### src/rtl/fast_serial_tx_arbiter_pkg.sv
// Shared types and constants for the fast-opto-serial transmit arbiter.
package fast_serial_pkg;

  typedef enum logic [2:0] {
    IDLE  = 3'd0,
    START = 3'd1,
    DATA  = 3'd2,
    DEST  = 3'd3,
    STOP  = 3'd4
  } state_t;

  localparam int   FRAME_BITS  = 10;
  localparam int   DATA_BITS   = FRAME_BITS - 2;
  localparam logic IDLE_LEVEL  = 1'b1;
  localparam logic DEST_PORT_A = 1'b0;
  localparam logic DEST_PORT_B = 1'b1;

  // Next round-robin index after idx, wrapping past last back to 0.
  function automatic logic [2:0] wrap_inc(input logic [2:0] idx, input logic [2:0] last);
    return (idx == last) ? 3'd0 : idx + 3'd1;
  endfunction

endpackage

### src/rtl/fast_serial_tx_arbiter_rr_arbiter.sv
// Round-robin arbiter: first valid request at or above the pointer wins, else lowest.
module rr_arbiter
  import fast_serial_pkg::*;
#(
  parameter int NREQ = 2
) (
  input  logic            clk,
  input  logic            rst,
  input  logic [NREQ-1:0] req,
  input  logic            advance,
  output logic [NREQ-1:0] grant,
  output logic [2:0]      grant_idx,
  output logic            any
);

  logic [2:0] ptr;
  logic       found_hi;
  logic       found_lo;
  logic       hit_hi;
  logic       hit_lo;
  logic [2:0] idx_hi;
  logic [2:0] idx_lo;

  // Pointer moves just past the winner whenever a grant is consumed.
  always_ff @(posedge clk) begin
    if (rst) begin
      ptr <= 3'd0;
    end else if (advance) begin
      ptr <= wrap_inc(grant_idx, 3'(NREQ - 1));
    end else begin
      ptr <= ptr;
    end
  end

  // Two priority scans: one restricted to indices >= ptr, one unrestricted for the wrap.
  always_comb begin
    found_hi = 1'b0;
    found_lo = 1'b0;
    hit_hi   = 1'b0;
    hit_lo   = 1'b0;
    idx_hi   = 3'd0;
    idx_lo   = 3'd0;
    for (int i = 0; i < NREQ; i++) begin
      hit_hi   = ~found_hi & req[i] & (3'(i) >= ptr);
      idx_hi   = hit_hi ? 3'(i) : idx_hi;
      found_hi = found_hi | hit_hi;
      hit_lo   = ~found_lo & req[i];
      idx_lo   = hit_lo ? 3'(i) : idx_lo;
      found_lo = found_lo | hit_lo;
    end
    grant_idx = found_hi ? idx_hi : idx_lo;
    any       = found_lo;
    grant     = '0;
    for (int i = 0; i < NREQ; i++) begin
      grant[i] = found_lo & (grant_idx == 3'(i));
    end
  end

endmodule

### src/rtl/fast_serial_tx_arbiter.sv
// Shares the FTDI fast-serial TX link between NREQ byte requesters.
// Frame: start bit, 8 data bits LSB first, port-select bit, one stop cycle.
module fast_serial_tx_arbiter
  import fast_serial_pkg::*;
#(
  parameter int NREQ  = 2,
  parameter int CNT_W = 16
) (
  input  logic              clk,
  input  logic              rst,
  input  logic [NREQ-1:0]   req_valid,
  input  logic [8*NREQ-1:0] req_data,
  input  logic [NREQ-1:0]   req_dest,
  output logic [NREQ-1:0]   req_ready,
  input  logic              FSCTS,
  output logic              FSDI,
  output logic              FSCLK,
  output logic              busy,
  output logic [2:0]        grant_id,
  output logic [CNT_W-1:0]  frame_count
);

  state_t          state;
  logic [7:0]      shift;
  logic            dest_lat;
  logic [2:0]      bit_cnt;
  logic [NREQ-1:0] grant;
  logic [2:0]      grant_idx;
  logic            any;
  logic            accept;
  logic [7:0]      sel_data;
  logic            sel_dest;

  assign FSCLK  = clk;
  assign accept = (state == IDLE) & FSCTS & any;

  rr_arbiter #(.NREQ(NREQ)) u_arb (
    .clk       (clk),
    .rst       (rst),
    .req       (req_valid),
    .advance   (accept),
    .grant     (grant),
    .grant_idx (grant_idx),
    .any       (any)
  );

  // One-hot grant selects the byte and port bit to latch.
  always_comb begin
    sel_data = 8'h00;
    sel_dest = 1'b0;
    for (int i = 0; i < NREQ; i++) begin
      sel_data = sel_data | (req_data[8*i +: 8] & {8{grant[i]}});
      sel_dest = sel_dest | (req_dest[i] & grant[i]);
    end
  end

  // Framing FSM; FSDI is registered so it reflects the state entered on each edge.
  always_ff @(posedge clk) begin
    if (rst) begin
      state       <= IDLE;
      FSDI        <= IDLE_LEVEL;
      req_ready   <= '0;
      busy        <= 1'b0;
      grant_id    <= 3'd0;
      frame_count <= '0;
      shift       <= 8'h00;
      dest_lat    <= 1'b0;
      bit_cnt     <= 3'd0;
    end else begin
      req_ready <= '0;
      case (state)
        IDLE: begin
          if (accept) begin
            req_ready <= grant;
            shift     <= sel_data;
            dest_lat  <= sel_dest;
            grant_id  <= grant_idx;
            state     <= START;
            FSDI      <= 1'b0;
            busy      <= 1'b1;
          end else begin
            FSDI <= IDLE_LEVEL;
            busy <= 1'b0;
          end
        end
        START: begin
          state   <= DATA;
          bit_cnt <= 3'd0;
          FSDI    <= shift[0];
        end
        DATA: begin
          if (bit_cnt == 3'(DATA_BITS - 1)) begin
            state <= DEST;
            FSDI  <= dest_lat;
          end else begin
            bit_cnt <= bit_cnt + 3'd1;
            FSDI    <= shift[bit_cnt + 3'd1];
          end
        end
        DEST: begin
          state       <= STOP;
          FSDI        <= IDLE_LEVEL;
          frame_count <= frame_count + CNT_W'(1);
        end
        STOP: begin
          state <= IDLE;
          FSDI  <= IDLE_LEVEL;
          busy  <= 1'b0;
        end
        default: begin
          state <= IDLE;
          FSDI  <= IDLE_LEVEL;
          busy  <= 1'b0;
        end
      endcase
    end
  end

endmodule

### config.mk
export PLATFORM = sky130hd
export DESIGN_NAME = fast_serial_tx_arbiter
export DESIGN_NICKNAME = d
export VERILOG_FILES = /design/src/rtl/fast_serial_tx_arbiter_pkg.sv /design/src/rtl/fast_serial_tx_arbiter_rr_arbiter.sv /design/src/rtl/fast_serial_tx_arbiter.sv
export SDC_FILE = /design/constraint.sdc
export NUM_CORES = 1
export LEC_CHECK = 0
export CAP_MARGIN = 20
export CORE_MARGIN = 2
export CORE_UTILIZATION = 48
export DETAILED_ROUTE_END_ITERATION = 10
export PLACE_DENSITY = 0.76
export SYNTH_ARGS = -nofsm -noshare
export SYNTH_HDL_FRONTEND = slang
export SYNTH_SLANG_ARGS = --single-unit
### constraint.sdc
create_clock -name clk -period 2 [get_ports clk]
set_input_delay 0.3 -clock clk [delete_from_list [all_inputs] [get_ports clk]]
set_output_delay 0.3 -clock clk [all_outputs]
set_load 0.02 [all_outputs]
==> impl_metrics.tcl, run 1 <==
set metrics [dict create \
    r2r_cells 6 \
    critPathLaunchType "flop" \
    synth_cell_type_count 42 \
    leakagePower_nw 0.859 \
    pwr_density_cell_nw_per_um2 664 \
    grt_pass1_vias 1557 \
    crit_chain "clkdlybuf4s50_1" \
    slowest_delay_ps 650 \
    nets 272 \
    track_usage 0.224 \
    syn-cell-area_um2 1750 \
    drtIter0Drc 103 \
    wl_mm 4.06 \
    final_max_slew_viol_count 0 \
    portBuffers 44 \
    die_h_um 64.5 \
    peakVddDrop_mv 0.461 \
    holdCritPathClass "reg -> reg" \
    critical_path_arrival_ps 1590 \
    setup_viol 0 \
    fillerInstances 282 \
    vias_per_cell 5.60 \
    cp-end-kind "output pin" \
    reg2reg_setup_slack_ps 130 \
    fin_crit_ps 1890 \
    syn_avg_cell_area_um2 9.00 \
    slew_headroom 0.672 \
    fmax_ghz 0.528 \
    dp_hpwl_mm 2.96 \
    grt_max_degree 22 \
    n_antenna_cell 0 \
    cts-hold-fix-buffers 0 \
    cts.clk_slew.worst_paths_ps 110 \
    cp.required_ps 1700 \
    grt_overflow_total 0 \
    drc 0 \
    ant_nets 0 \
    dp_slack_ps 77.6 \
    area_growth_pct 34.1 \
    power_w 0.00156 \
    wl_per_cell_um 13.8 \
    die_x_um 64.5 \
    finalCritPeriodShare 0.947 \
    cp_top_family "buffers and inverters" \
    critical_path_depth 1 \
    crit_path_top_delay_cell "clkdlybuf4s50_1" \
    seq_area_frac_synth 0.422 \
    critPathMaxFanout 7 \
    ys_ff_latch 37 \
    drive_gt1_frac 0.126 \
    vias 1640 \
    first_pass_iters 4 \
    start_util 0.514 \
    skew_ps 11.6 \
    core-area_um2 3420 \
    drv_cap 0 \
    status "completed" \
    grt_pass1_wl_mm 6.99 \
    clkLatencyLatePin_ps 470 \
    rows 21 \
    worstHoldPathCells 2 \
    fin_ws_ps 106 \
    finalHoldViolCount 0 \
    cts_tree "yes" \
    netlist_instances 195 \
    io_pins 47 \
    cp_num_buf_inv 1 \
    die-area_um2 4150 \
    worst_pin_slew_ps 488 \
    worstSetupPathType "reg -> out" \
    grt_antenna_before_repair 0 \
    yosysWarnings 0 \
    gp_congestion 0.771 \
]
==> metal layers <==
layer	share of wire	GRT usage	vias to the layer above	routed length, µm
met3	0.055	0.0642	13	224
li1	-	-	815	-
met5	0	0	-	0
met4	0.033	0.160	0	134
met2	0.47	0.354	54	1920
met1	0.44	0.258	758	1780
==> state kept, by name, indices dropped and copies added (netlist names) <==
signal	count
frame_count	16
shift	8
bit_cnt	3
state	3
req_ready	2
FSDI	1
busy	1
dest_lat	1
grant_id	1
u_arb.ptr	1
==> placed cells by master (no fill, tap or decap), drive strengths merged, types with 3 or more instances in the layout <==
master         synthesis  routed
clkdlybuf4s50          0      43
dfxtp                 37      37
nor2                  28      28
buf                    7      11
nand4                 10      10
a211oi                10      10
a32oi                  9       9
nand2                  8       8
clkbuf                 8       8
a21oi                  8       8
xnor2                  6       6
nand3                  5       5
xor2                   5       5
o21ai                  5       5
nand2b                 5       5
nor4                   5       5
nor3                   4       4
nor2b                  3       3
mux2                   3       3
ha                     3       3
nand3b                 3       3
==> path summary, 6_finish.rpt <==
path	startpoint	end
min	grant_id[0]$_SDFFE_PP0P_	grant_id[0]$_SDFFE_PP0P_
min reg2reg	grant_id[0]$_SDFFE_PP0P_	grant_id[0]$_SDFFE_PP0P_
max reg2reg	bit_cnt[0]$_SDFFE_PP0P_	bit_cnt[2]$_SDFFE_PP0P_
max	frame_count[11]$_SDFFE_PP0P_	frame_count[11]
==> per-stage QoR <==
| stage | TNS, ps | utilization | instance area, µm² | instances | hold slack [ps] |
|---|---|---|---|---|---|
| after floorplan | 0 | - | 1760 | 196 | 413 |
| after global placement | 0 | 0.663 | 2260 | 282 | 459 |
| after detailed placement | 0 | 0.663 | 2260 | 282 | 461 |
| after CTS | 0 | 0.685 | 2340 | 293 | 484 |
| after global routing | -1.25 | 0.689 | 2350 | 293 | 512 |
| final | 0 | 0.689 | 2350 | 293 | 487 |
==> power breakdown <==
group	total, W	switching (W)	internal [W]
registers	0.000790	0.0000208	0.000769
logic	0.000241	0.000119	0.000123
clock network	0.000531	0.000312	0.000219
total	0.00156	0.000452	0.00111
==> cell type report <==
cell class | count | area [µm²] | area share
repair buffers | 54 | 513 | 0.218
clock inverters | 3 | 17.5 | 0.00745
inverters | 1 | 3.75 | 0.00160
multi-input cells | 143 | 951 | 0.404
well taps | 46 | 57.6 | 0.0245
flip-flops and latches | 37 | 741 | 0.315
clock buffers | 9 | 68.8 | 0.0293
==> cells by family (layout without fill, tap and decap cells) <==
logic type | after synthesis | count (layout) | share of synthesized area
muxes | 6 | 6 | 0.0435
and+or+nand+nor | 82 | 82 | 0.252
buffers and inverters | 16 | 67 | 0.0478
other | 1 | 2 | 0.00214
DFF | 37 | 37 | 0.422
xor gates and xnor gates | 11 | 11 | 0.0549
AOI/OAI and AO/OA | 39 | 39 | 0.156
adders and majority gates | 3 | 3 | 0.0214
==> worst min-delay path, delay by kind of cell, from the launching register on <==
family,cells,cell delay (ps)
simple gates,1,60
flops,1,340
compound gates,1,60
==> cell usage after synthesis <==
cell type | count | area, µm²
and3b_1 | 2 | 17.5
a21oi_1 | 8 | 40.0
nand3b_4 | 1 | 20.0
nand2_1 | 8 | 30.0
mux2_2 | 3 | 33.8
a31oi_1 | 1 | 6.26
o31ai_1 | 1 | 7.51
o21ai_0 | 5 | 25.0
or3b_2 | 1 | 8.76
nor3_1 | 4 | 20.0
ha_1 | 3 | 37.5
nor2b_1 | 3 | 18.8
nand4_1 | 10 | 62.6
conb_1 | 1 | 3.75
nor4b_1 | 1 | 8.76
a211oi_1 | 10 | 75.1
mux2i_1 | 2 | 20.0
inv_1 | 1 | 3.75
buf_4 | 4 | 30.0
clkbuf_1 | 8 | 30.0
o211ai_1 | 1 | 7.51
a32oi_1 | 9 | 78.8
a21boi_1 | 1 | 7.51
o21a_1 | 1 | 7.51
nor4_1 | 5 | 31.3
nand3b_1 | 2 | 15.0
xnor2_1 | 6 | 52.6
a31o_2 | 1 | 8.76
or3_1 | 1 | 6.26
buf_2 | 1 | 5.00
and3_1 | 2 | 12.5
nor2_1 | 28 | 105
o311ai_0 | 1 | 8.76
mux4_2 | 1 | 22.5
nor3b_1 | 2 | 15.0
buf_1 | 1 | 3.75
or4_1 | 2 | 15.0
xor2_1 | 5 | 43.8
buf_6 | 1 | 11.3
dfxtp_1 | 37 | 741
nand3_1 | 5 | 25.0
nand2b_1 | 5 | 31.3
==> repair_timing <==
| action | in CTS | in global routing |
|---|---|---|
| buffers inserted | 0 | 0 |
| gates resized for setup | 1 | 2 |
| setup endpoints to repair | 1 | 2 |
| endpoints found under the hold margin | 0 | 0 |
No activity file was read; power rests on OpenSTA's default activity.
==> inputs of run 2 (changes only) <==
--- a/config.mk
+++ b/config.mk
@@ -8,8 +8,9 @@
 export CAP_MARGIN = 20
 export CORE_MARGIN = 2
 export CORE_UTILIZATION = 48
+export CTS_BUF_LIST = sky130_fd_sc_hd__clkbuf_4 sky130_fd_sc_hd__clkbuf_8 sky130_fd_sc_hd__clkbuf_16
 export DETAILED_ROUTE_END_ITERATION = 10
-export PLACE_DENSITY = 0.76
+export PLACE_DENSITY = 0.86
 export SYNTH_ARGS = -nofsm -noshare
 export SYNTH_HDL_FRONTEND = slang
 export SYNTH_SLANG_ARGS = --single-unit
==> impl_metrics.tcl, run 2 (synthesized netlist as in run 1, its figures left out) <==
set metrics [dict create \
    worstSetupPathType "reg -> reg" \
    drtIter0Drc 70 \
    start_util 0.514 \
    fin_ws_ps 102 \
    mostFrequentLayoutCells "43 x clkdlybuf4s50_1, 37 x dfxtp_1, 28 x nor2_1" \
    drive_gt1_frac 0.114 \
    nets 272 \
    final_max_slew_viol_count 0 \
    grt_max_degree 26 \
    status "completed" \
    drv_cap 0 \
    first_pass_iters 4 \
    cp.required_ps 2380 \
    dp_hpwl_mm 2.87 \
    cts-hold-fix-buffers 0 \
    portBuffers 44 \
    leakagePower_nw 0.853 \
    io_pins 47 \
    grt_overflow_total 0 \
    drc 0 \
    grt_antenna_before_repair 0 \
    fmax_ghz 0.527 \
    peakVddDrop_mv 0.716 \
    rows 21 \
    pwr_density_cell_nw_per_um2 652 \
    area_growth_pct 32.7 \
    grt_pass1_vias 1539 \
    regMostFlops "frame_count" \
    wl_mm 3.87 \
    skew_ps 9.31 \
    rsz0062_at_grt "no" \
    finalHoldViolCount 0 \
    critPathLaunchType "flop" \
    n_antenna_cell 0 \
    top_regs "frame_count x16, shift x8" \
    die_x_um 64.5 \
    cp-end-kind "flop" \
    dp_slack_ps 143 \
    largest_reg_flops 16 \
    clkLatencyLatePin_ps 440 \
    setup_viol 0 \
    fin_setup_tns_ps 0 \
    gp_congestion 0.765 \
    ant_nets 0 \
    holdCritPathClass "reg -> reg" \
    layout_commonest_cell "clkdlybuf4s50_1" \
    cts.clk_slew.worst_paths_ps 100 \
    critical_path_arrival_ps 2280 \
    die_h_um 64.5 \
    track_usage 0.206 \
    vias_per_cell 5.54 \
    finalCritPeriodShare 0.949 \
    core-area_um2 3420 \
    cts_tree "yes" \
    power_w 0.00152 \
    critPathMaxFanout 6 \
    postCtsSetupBuffers 0 \
    grt_pass1_wl_mm 6.62 \
    vias 1612 \
    wl_per_cell_um 13.3 \
    die-area_um2 4150 \
    fin_crit_ps 1900 \
]
run 2: layout make-up:
cell class | count | area, µm²
fillers | 297 | 1090
multi-input cells | 143 | 940
flip-flops and latches | 37 | 741
repair buffers | 54 | 513
clock buffers | 9 | 68.8
well taps | 46 | 57.6
clock inverters | 1 | 5.00
inverters | 1 | 3.75
run 2: metal layers:
layer / vias to the layer above / GRT usage / wire, µm
li1: 820 / - / -
met1: 744 / 0.254 / 1820
met2: 36 / 0.322 / 1840
met3: 12 / 0.0469 / 104
met4: 0 / 0.138 / 113
met5: - / 0 / 0
run 2: worst max-delay path, stage by stage (launching register included):
cell and delay [ps]:
dfxtp_1 360, ha_1 220, ha_1 220, or3b_2 450, a21oi_1 310, nand4_1 140
a21oi_1 150
run 2: worst paths after layout:
kind,end,startpoint,cells past startpoint,slack (ps)
max reg2reg,bit_cnt[1]$_SDFFE_PP0P_,bit_cnt[0]$_SDFFE_PP0P_,6,100
min,grant_id[0]$_SDFFE_PP0P_,grant_id[0]$_SDFFE_PP0P_,2,480
min reg2reg,grant_id[0]$_SDFFE_PP0P_,grant_id[0]$_SDFFE_PP0P_,2,480
max,bit_cnt[1]$_SDFFE_PP0P_,bit_cnt[0]$_SDFFE_PP0P_,6,100
run 2: stage by stage:
step / instances / utilization / cell area, µm² / hold WS, ps
floorplan: 196 / - / 1760 / 413
global placement: 282 / 0.663 / 2260 / 463
detailed placement: 282 / 0.663 / 2260 / 454
CTS: 291 / 0.682 / 2330 / 475
global route: 291 / 0.682 / 2330 / 514
finish: 291 / 0.682 / 2330 / 476
run 2: power breakdown:
| group | total [W] | internal, W | leakage, nW | switching [W] |
|---|---|---|---|---|
| clock | 0.000494 | 0.000208 | 0.0460 | 0.000286 |
| combinational | 0.000232 | 0.000120 | 0.506 | 0.000113 |
| sequential | 0.000791 | 0.000769 | 0.301 | 0.0000220 |
run 2: what timing repair did:
item	4_1_cts	5_1_grt
endpoints found under the setup margin	1	0
gates resized for setup	1	0
hold endpoints to repair	0	0
==> inputs of run 3 (changes only) <==
--- a/config.mk
+++ b/config.mk
@@ -7,10 +7,10 @@
 export LEC_CHECK = 0
 export CAP_MARGIN = 20
 export CORE_MARGIN = 2
-export CORE_UTILIZATION = 48
+export CORE_UTILIZATION = 50
 export CTS_BUF_LIST = sky130_fd_sc_hd__clkbuf_4 sky130_fd_sc_hd__clkbuf_8 sky130_fd_sc_hd__clkbuf_16
 export DETAILED_ROUTE_END_ITERATION = 10
-export PLACE_DENSITY = 0.86
+export PLACE_DENSITY = 0.89
 export SYNTH_ARGS = -nofsm -noshare
 export SYNTH_HDL_FRONTEND = slang
 export SYNTH_SLANG_ARGS = --single-unit
==> constraint.sdc (replaced) <==
create_clock -name clk -period 2.4 [get_ports clk]
set_input_delay 0.36 -clock clk [delete_from_list [all_inputs] [get_ports clk]]
set_output_delay 0.36 -clock clk [all_outputs]
set_load 0.02 [all_outputs]
==> impl_metrics.tcl, run 3 (synthesized netlist as in run 1, its figures left out) <==
set metrics [dict create \
    status "completed" \
    clkLatencyLatePin_ps 460 \
    ant_nets 0 \
    crit_chain "clkbuf_4, clkbuf_4, clkdlybuf4s50_1" \
    worstSetupPathType "clk -> out" \
    grt_pass1_wl_mm 6.63 \
    cts-hold-fix-buffers 0 \
    fin_setup_tns_ps 0 \
    leakagePower_nw 0.827 \
    rows 21 \
    first_pass_iters 4 \
    cts.clk_slew.worst_paths_ps 100 \
    regMostFlops "frame_count" \
    drv_cap 0 \
    n_antenna_cell 0 \
    holdCritPathClass "reg -> reg" \
    largest_reg_flops 16 \
    layout_commonest_cell "clkdlybuf4s50_1" \
    drtIter0Drc 91 \
    critPathMaxFanout 2 \
    grt_overflow_total 0 \
    die-area_um2 4000 \
    fin_ws_ps 77.4 \
    rsz0062_at_grt "no" \
    peakVddDrop_mv 0.619 \
    slowest_delay_ps 530 \
    final_max_slew_viol_count 0 \
    crit_path_top_delay_cell "clkdlybuf4s50_1" \
    hp-start "bit_cnt[2]$_SDFFE_PP0P_" \
    die_x_um 63.2 \
    area_growth_pct 31.5 \
    postCtsSetupBuffers 0 \
    dp_slack_ps 332 \
    min_to "bit_cnt[2]$_SDFFE_PP0P_" \
    die_h_um 63.2 \
    core-area_um2 3360 \
    critical_path_arrival_ps 1960 \
    power_w 0.00133 \
    top_regs "frame_count x16, shift x8" \
    grt_max_degree 41 \
    hold_ws_ps 492 \
    slew_headroom 0.663 \
    start_util 0.522 \
    critPathLaunchType "clock port" \
    portBuffers 44 \
    pwr_density_cell_nw_per_um2 576 \
    gp_congestion 0.789 \
    wl_mm 3.84 \
    vias 1620 \
    drc 0 \
    reg2reg_setup_slack_ps 460 \
    mostFrequentLayoutCells "44 x clkdlybuf4s50_1, 37 x dfxtp_1, 28 x nor2_1" \
    cts_resized 0 \
    cp.required_ps 2040 \
    skew_ps 7.33 \
    r2r_cells 4 \
    crit_top_cell "clkbuf_4" \
    setup_viol 0 \
    rr_endpoint "frame_count[15]$_SDFFE_PP0P_" \
    cp-end-kind "output pin" \
    io_pins 47 \
    nets 265 \
    drive_gt1_frac 0.0921 \
    cts_tree "yes" \
    track_usage 0.213 \
    finalHoldViolCount 0 \
    grt_pass1_vias 1528 \
    grt_antenna_before_repair 0 \
    worstHoldPathCells 2 \
    dp_hpwl_mm 2.67 \
    vias_per_cell 5.68 \
    wl_per_cell_um 13.5 \
    worst_pin_slew_ps 504 \
    r2r-start "state[1]$_SDFFE_PP0P_" \
]
==> run 3: routing by layer <==
metal / GRT usage / wire, µm / part of all wire / vias to the layer above
met5: 0 / 0 / 0 / -
met4: 0.130 / 86 / 0.022 / 0
met3: 0.0625 / 239 / 0.062 / 10
met2: 0.324 / 1680 / 0.44 / 62
met1: 0.266 / 1830 / 0.48 / 749
li1: - / - / - / 799
==> run 3: layout make-up <==
cell class	count	area, µm²
timing repair buffer	47	473
sequential	37	741
tap	46	57.6
inverter	1	3.75
fill	298	1060
clock buffer	11	91.3
multi-input combinational	143	940
==> run 3: worst max-delay path by stage <==
stage | start | cells past startpoint | end | slack, ps
after global placement | clk | 1 | FSCLK | 330
after global routing | clk | 3 | FSCLK | 60
after floorplan | frame_count[2]$_SDFFE_PP0P_ | 4 | frame_count[15]$_SDFFE_PP0P_ | 630
final | clk | 3 | FSCLK | 80
after detailed placement | clk | 1 | FSCLK | 330
after CTS | clk | 3 | FSCLK | 60
==> run 3: power by group <==
part           internal, W  switching [W]
Clock             0.000233       0.000244
Sequential        0.000641      0.0000251
Combinational    0.0000970      0.0000888
==> run 3: critical path: cells and delay by family <==
family   cells  cell delay (ps)
buf+inv      3              760
==> run 3: per-stage QoR <==
stage	area, µm²	utilization	instances
global placement	2220	0.661	275
CTS	2310	0.686	285
global route	2310	0.686	285
finish	2310	0.686	285
floorplan	1760	-	196
detailed placement	2220	0.661	275
